## src/rtl/puf_key_collector.sv

```systemverilog
// puf_key_collector
// Counts rising edges of one ring-oscillator pair (A and B) inside a counting
// window. On every `done` pulse it resolves one key bit (A faster than B -> 1).
// After KEY_BITS bits it presents the key on a valid/ack handshake and holds
// it there until the consumer accepts it.
module puf_key_collector #(
    parameter int CNT_W       = 16,
    parameter int KEY_BITS    = 8,
    parameter int SYNC_STAGES = 2,
    parameter int SEL_W       = 3
) (
    input  logic                clk,
    input  logic                rst_n,
    input  logic                ro_a,
    input  logic                ro_b,
    input  logic                enable_ro,
    input  logic                start_count,
    input  logic                done,
    output logic [SEL_W-1:0]    pair_sel,
    output logic [KEY_BITS-1:0] key_out,
    output logic                key_valid,
    input  logic                key_ack,
    output logic [SEL_W:0]      bit_cnt,
    output logic                tie_seen,
    output logic                sat_seen,
    output logic                drop_seen
);

    localparam int                BC_W     = SEL_W + 1;
    localparam logic [CNT_W-1:0]  CNT_MAX  = {CNT_W{1'b1}};
    localparam logic [CNT_W-1:0]  CNT_ONE  = CNT_W'(1);
    localparam logic [CNT_W-1:0]  CNT_ZERO = {CNT_W{1'b0}};
    localparam logic [SEL_W-1:0]  SEL_ONE  = SEL_W'(1);
    localparam logic [SEL_W-1:0]  SEL_ZERO = {SEL_W{1'b0}};
    localparam logic [BC_W-1:0]   BC_ONE   = BC_W'(1);
    localparam logic [BC_W-1:0]   BC_ZERO  = {BC_W{1'b0}};
    localparam logic [BC_W-1:0]   BC_LAST  = BC_W'(KEY_BITS - 1);
    localparam logic [KEY_BITS-1:0] KEY_ZERO = {KEY_BITS{1'b0}};

    typedef enum logic [0:0] {
        ST_COLLECT = 1'b0,
        ST_HOLD    = 1'b1
    } state_e;

    state_e               state_q, state_d;
    logic [SYNC_STAGES-1:0] sync_a_q, sync_a_d;
    logic [SYNC_STAGES-1:0] sync_b_q, sync_b_d;
    logic                 prev_a_q, prev_a_d;
    logic                 prev_b_q, prev_b_d;
    logic                 start_prev_q, start_prev_d;
    logic [CNT_W-1:0]     cnt_a_q, cnt_a_d;
    logic [CNT_W-1:0]     cnt_b_q, cnt_b_d;
    logic [KEY_BITS-1:0]  shift_q, shift_d;
    logic [KEY_BITS-1:0]  key_out_q, key_out_d;
    logic                 key_valid_q, key_valid_d;
    logic [SEL_W-1:0]     pair_sel_q, pair_sel_d;
    logic [BC_W-1:0]      bit_cnt_q, bit_cnt_d;
    logic                 tie_seen_q, tie_seen_d;
    logic                 sat_seen_q, sat_seen_d;
    logic                 drop_seen_q, drop_seen_d;

    logic                 rise_a_s;
    logic                 rise_b_s;
    logic                 start_rise_s;
    logic                 count_en_s;
    logic                 new_bit_s;

    // Next-state logic: synchronizers, edge counters, bit collection FSM and handshake.
    always_comb begin
        state_d      = state_q;
        cnt_a_d      = cnt_a_q;
        cnt_b_d      = cnt_b_q;
        shift_d      = shift_q;
        key_out_d    = key_out_q;
        key_valid_d  = key_valid_q;
        pair_sel_d   = pair_sel_q;
        bit_cnt_d    = bit_cnt_q;
        tie_seen_d   = tie_seen_q;
        sat_seen_d   = sat_seen_q;
        drop_seen_d  = drop_seen_q;

        // Synchronizer chains shift towards the MSB; the MSB is the usable value.
        sync_a_d     = {sync_a_q[SYNC_STAGES-2:0], ro_a};
        sync_b_d     = {sync_b_q[SYNC_STAGES-2:0], ro_b};
        prev_a_d     = sync_a_q[SYNC_STAGES-1];
        prev_b_d     = sync_b_q[SYNC_STAGES-1];
        start_prev_d = start_count;

        rise_a_s     = sync_a_q[SYNC_STAGES-1] & ~prev_a_q;
        rise_b_s     = sync_b_q[SYNC_STAGES-1] & ~prev_b_q;
        start_rise_s = start_count & ~start_prev_q;
        count_en_s   = enable_ro & start_count;
        new_bit_s    = (cnt_a_q > cnt_b_q) ? 1'b1 : 1'b0;

        // A new window clears both counters; edges in that cycle are discarded.
        if (start_rise_s) begin
            cnt_a_d = CNT_ZERO;
            cnt_b_d = CNT_ZERO;
        end else begin
            if (count_en_s && rise_a_s) begin
                if (cnt_a_q == CNT_MAX) begin
                    sat_seen_d = 1'b1;
                end else begin
                    cnt_a_d = cnt_a_q + CNT_ONE;
                end
            end else begin
                cnt_a_d = cnt_a_q;
            end
            if (count_en_s && rise_b_s) begin
                if (cnt_b_q == CNT_MAX) begin
                    sat_seen_d = 1'b1;
                end else begin
                    cnt_b_d = cnt_b_q + CNT_ONE;
                end
            end else begin
                cnt_b_d = cnt_b_q;
            end
        end

        // The comparison always uses the registered (pre-clear) counts.
        case (state_q)
            ST_COLLECT: begin
                if (done) begin
                    shift_d   = {shift_q[KEY_BITS-2:0], new_bit_s};
                    bit_cnt_d = bit_cnt_q + BC_ONE;
                    if (cnt_a_q == cnt_b_q) begin
                        tie_seen_d = 1'b1;
                    end else begin
                        tie_seen_d = tie_seen_q;
                    end
                    if (bit_cnt_q == BC_LAST) begin
                        key_out_d   = {shift_q[KEY_BITS-2:0], new_bit_s};
                        key_valid_d = 1'b1;
                        pair_sel_d  = SEL_ZERO;
                        state_d     = ST_HOLD;
                    end else begin
                        pair_sel_d  = pair_sel_q + SEL_ONE;
                    end
                end else begin
                    state_d = ST_COLLECT;
                end
            end
            ST_HOLD: begin
                if (done) begin
                    drop_seen_d = 1'b1;
                end else begin
                    drop_seen_d = drop_seen_q;
                end
                // The ack clear wins over any flag set in the same cycle.
                if (key_ack && key_valid_q) begin
                    key_valid_d = 1'b0;
                    bit_cnt_d   = BC_ZERO;
                    shift_d     = KEY_ZERO;
                    tie_seen_d  = 1'b0;
                    sat_seen_d  = 1'b0;
                    drop_seen_d = 1'b0;
                    state_d     = ST_COLLECT;
                end else begin
                    state_d     = ST_HOLD;
                end
            end
            default: begin
                state_d = ST_COLLECT;
            end
        endcase
    end

    // State and datapath registers with asynchronous reset.
    always_ff @(posedge clk or negedge rst_n) begin
        if (!rst_n) begin
            state_q      <= ST_COLLECT;
            sync_a_q     <= {SYNC_STAGES{1'b0}};
            sync_b_q     <= {SYNC_STAGES{1'b0}};
            prev_a_q     <= 1'b0;
            prev_b_q     <= 1'b0;
            start_prev_q <= 1'b0;
            cnt_a_q      <= CNT_ZERO;
            cnt_b_q      <= CNT_ZERO;
            shift_q      <= KEY_ZERO;
            key_out_q    <= KEY_ZERO;
            key_valid_q  <= 1'b0;
            pair_sel_q   <= SEL_ZERO;
            bit_cnt_q    <= BC_ZERO;
            tie_seen_q   <= 1'b0;
            sat_seen_q   <= 1'b0;
            drop_seen_q  <= 1'b0;
        end else begin
            state_q      <= state_d;
            sync_a_q     <= sync_a_d;
            sync_b_q     <= sync_b_d;
            prev_a_q     <= prev_a_d;
            prev_b_q     <= prev_b_d;
            start_prev_q <= start_prev_d;
            cnt_a_q      <= cnt_a_d;
            cnt_b_q      <= cnt_b_d;
            shift_q      <= shift_d;
            key_out_q    <= key_out_d;
            key_valid_q  <= key_valid_d;
            pair_sel_q   <= pair_sel_d;
            bit_cnt_q    <= bit_cnt_d;
            tie_seen_q   <= tie_seen_d;
            sat_seen_q   <= sat_seen_d;
            drop_seen_q  <= drop_seen_d;
        end
    end

    assign pair_sel  = pair_sel_q;
    assign key_out   = key_out_q;
    assign key_valid = key_valid_q;
    assign bit_cnt   = bit_cnt_q;
    assign tie_seen  = tie_seen_q;
    assign sat_seen  = sat_seen_q;
    assign drop_seen = drop_seen_q;

endmodule

```

## config.mk

```make
export PLATFORM = sky130hd
export DESIGN_NAME = puf_key_collector
export DESIGN_NICKNAME = d
export VERILOG_FILES = /design/src/rtl/puf_key_collector.sv
export SDC_FILE = /design/constraint.sdc
export NUM_CORES = 1
export LEC_CHECK = 0
export CAP_MARGIN = 15
export CELL_PAD_IN_SITES_DETAIL_PLACEMENT = 0
export CELL_PAD_IN_SITES_GLOBAL_PLACEMENT = 1
export CORE_MARGIN = 5
export CORE_UTILIZATION = 41
export CTS_CLUSTER_DIAMETER = 50
export DETAILED_ROUTE_END_ITERATION = 10
export GPL_TIMING_DRIVEN = 0
export PLACE_DENSITY = 0.84
export SLEW_MARGIN = 20
export SYNTH_ARGS = -nofsm -noshare
export SYNTH_HDL_FRONTEND = slang
export SYNTH_SLANG_ARGS = --single-unit
```

## constraint.sdc

```tcl
create_clock -name clk -period 1.7 [get_ports clk]
set_input_delay 0.17 -clock clk [delete_from_list [all_inputs] [get_ports clk]]
set_output_delay 0.17 -clock clk [all_outputs]
set_load 0.02 [all_outputs]
```

==> flow_summary.toml <==
[status]
status = "finished, violations left"
violations = "negative setup slack"

[placed_design]
post-dp-hpwl_mm = 5.40
dpl.cell_count = 477
portBuffers = 26
dp_slack_ns = -0.546
place_congestion = 0.806

[timing]
period_share_pct = 110
hold_viol = 0
slew_violations = 0
setup_ws_ns = -0.172
worst_pin_slew_ns = 0.500
final.min_clock_period_ns = 1.87
tns_ns = -0.907
setup_violations = 10
slew-limit-headroom_pct = 66.7
finalClockSkew_ns = 0.0118
rsz0062_at_grt = "yes"
fmax_mhz = 534

[cells_and_area]
final_nets = 436
fin_util_pct = 55.0
multi_input_area_um2 = 1880
mostFrequentLayoutCells = "dfrtp_1 (62), nand2_1 (31), nor2_1 (30)"
layout-drive-gt1-share_pct = 24.0
antenna_cells = 0
regArea_um2 = 1660
stdcell_count = 518
area_delta_synth_final_pct = 31.3
layout_commonest_cell = "dfrtp_1"
fillers = 700

[power_and_ir_drop]
p_int_uw = 3300
swShare_pct = 31.8
leakagePower_uw = 0.00197
p_clk_share_pct = 30.3
p_sw_uw = 1540
combPwrFrac_pct = 26.7
power_frac_seq_pct = 43.0
ir_drop_mv = 1.02
p_per_area_nw_per_um2 = 1080

[yosys]
yosysTopAreaCellShare_pct = 48.5
synth_top_area_cell = "dfrtp_1"
synth_cells = 345
async_reset_ff_share_pct = 100
synth_nets = 373
synth_area_um2 = 3400
ys_seq_area_share_pct = 48.5
synth_edf_count = 0
synth_cell_types = 45
synth-main-ff-cell = "dfrtp_1"
synthTopCellsByArea = "dfrtp_1 (49%), ha_1 (7.4%), xnor2_1 (3.9%), nor2_1 (3.6%), nand2_1 (3.5%)"
synth.avg_cell_area_um2 = 9.87
synth_warnings = 0
ys_ff_latch = 66

[detailed_routing]
routed_wl_mm = 8.19
viasPerCell = 5.47
wl_per_cell_um = 15.8
dr.pass1.iters = 4
drc = 0
drt_iter0_markers = 130
antenna_left = 0
vias = 2836

[setup_path]
critPathArrivalTime_ns = 2.09
path_buf_inv = 1
required_ns = 1.91
critPathTopFamily = "compound AO/OA/AOI/OAI gates"
path_cells = "inv_2, ha_4, a21o_1, a21o_1, a2111oi_4, o311a_1, o31ai_1"
cp_slowest_cell = "dfrtp_1"
start_kind = "flip-flop"
critPathKind = "reg -> reg"
crit_top_cell = "a21o_1"
end_kind = "flip-flop"
cpPeakStageDelay_ns = 0.41
cp_max_fo = 2

[global_routing]
grt_use_total_pct = 16.6
antenna_found_initial = 0
grt_pass1_vias = 2834
grt_overflow_total = 0
grt_pass1_wl_mm = 13.4
grt_max_degree = 47

[clocking]
cts.reportedPaths.clkPinSlew_ns = 0.08
cts_max_path_buffers = 2
htree_levels = 3
cts_inserted_buffers = 9
cts.sinks = 66
worstSkewPairLatency_ns = 0.34
cts-root-buf = "clkbuf_8"
cts_tree = "done"

[worst_hold_path]
hp-class = "in -> reg"

[job]
cap_violations = 0

[die]
core.rowCount = 33
die-height_um = 101
die-area_um2 = 10200
boundaryPins = 27
fp.dieW_um = 101
core_um2 = 8130
initial_core_util_pct = 41.9
[sequential cells by signal, summed over array words and instances (netlist names)]
signal and cells:
drop_seen 1, pair_sel 3, shift_q 7, prev_b_q 1
key_out 8, cnt_b_q 16, key_valid 1, cnt_a_q 16
tie_seen 1, prev_a_q 1, state_q 1, start_prev_q 1
sync_a_q 2, sync_b_q 2, sat_seen 1, bit_cnt 4
[timing repair]
item,in CTS,in global routing
pin swaps,14,9
setup endpoints to repair,26,29
hold buffers,1,0
buffers inserted,15,9
hold endpoints to repair,20,0
gates resized for setup,27,26
gates cloned,0,0
[cell families (layout without fill, tap and decap cells)]
group,count (synthesis),after routing,synth area share (%)
simple gates,147,147,22.5
flops,66,66,48.5
compound gates,57,57,10.5
buf+inv,25,93,2.79
xor+xnor,21,21,5.40
fa+ha+maj,20,20,7.35
mux,9,9,2.90
[cells in the mapped netlist (7+ instances only)]
| master | n |
|---|---|
| mux2_2 | 7 |
| o21ai_0 | 14 |
| nor2_1 | 33 |
| dfrtp_1 | 66 |
| inv_1 | 18 |
| nand4_1 | 10 |
| and3_1 | 9 |
| nand3_1 | 22 |
| xnor2_1 | 15 |
| ha_1 | 20 |
| nand2_1 | 32 |
| nor3_1 | 13 |
| a21oi_1 | 17 |
[worst reg2reg max path, delay by kind of cell (launching register included)]
family                   cells  cell delay, ns
AO/OA/AOI/OAI                5            1.06
buffers and inverters        1            0.09
flip-flops                   1            0.41
adder cells (fa/ha/maj)      1            0.20
[power groups by stage]
stage	logic, uW	clock network, uW	registers [uW]
6_report	1290	1470	2080
4_1_cts	1290	1500	2080
3_3_place_gp	1230	0	2100
2_1_floorplan	462	0	2300
3_5_place_dp	1270	0	2100
5_1_grt	1420	1570	2130
[routing by layer]
metal,up-vias,routed length [um],share of wire [%],track usage (%)
met4,0,138,1.7,5.11
met2,73,3940,48,26.3
li1,1352,-,-,-
met1,1396,3750,46,22.2
met3,15,357,4.4,4.36
met5,-,0,0,0
[path summary, 6_finish.rpt]
path                                               from                      end  slack, ns  depth (start not counted)
worst max-delay path            cnt_b_q[13]$_DFFE_PN0P_   shift_q[0]$_DFFE_PN0P_      -0.17                          7
worst min-delay path                        start_count   start_prev_q$_DFF_PN0_       0.11                          1
worst max register to register  cnt_b_q[13]$_DFFE_PN0P_   shift_q[0]$_DFFE_PN0P_      -0.17                          7
worst min register to register    sync_b_q[0]$_DFF_PN0_    sync_b_q[1]$_DFF_PN0_       0.36                          0
max in group asynchronous                         rst_n   cnt_a_q[2]$_DFFE_PN0P_       0.89                          3
min in group asynchronous                         rst_n  cnt_a_q[13]$_DFFE_PN0P_       0.26                          2
[stage by stage]
step / hold slack, ns / power, uW / cell area (um^2)
floorplan: -0.126 / 2760 / 3420
global placement: 0.336 / 3340 / 3810
detailed placement: 0.0936 / 3370 / 3840
CTS: 0.242 / 4880 / 4310
global route: 0.106 / 5130 / 4470
finish: 0.115 / 4840 / 4470
[cell type report]
type	instances	area share, %
Multi-Input combinational cell	254	42.1
Sequential cell	66	37.0
Timing Repair Buffer	52	10.7
Tap cell	105	2.94
Clock buffer	10	2.85
Clock inverter	6	2.04
Inverter	18	1.51
Buffer	7	0.839
Note: power is estimated with default switching activity, not from simulation.
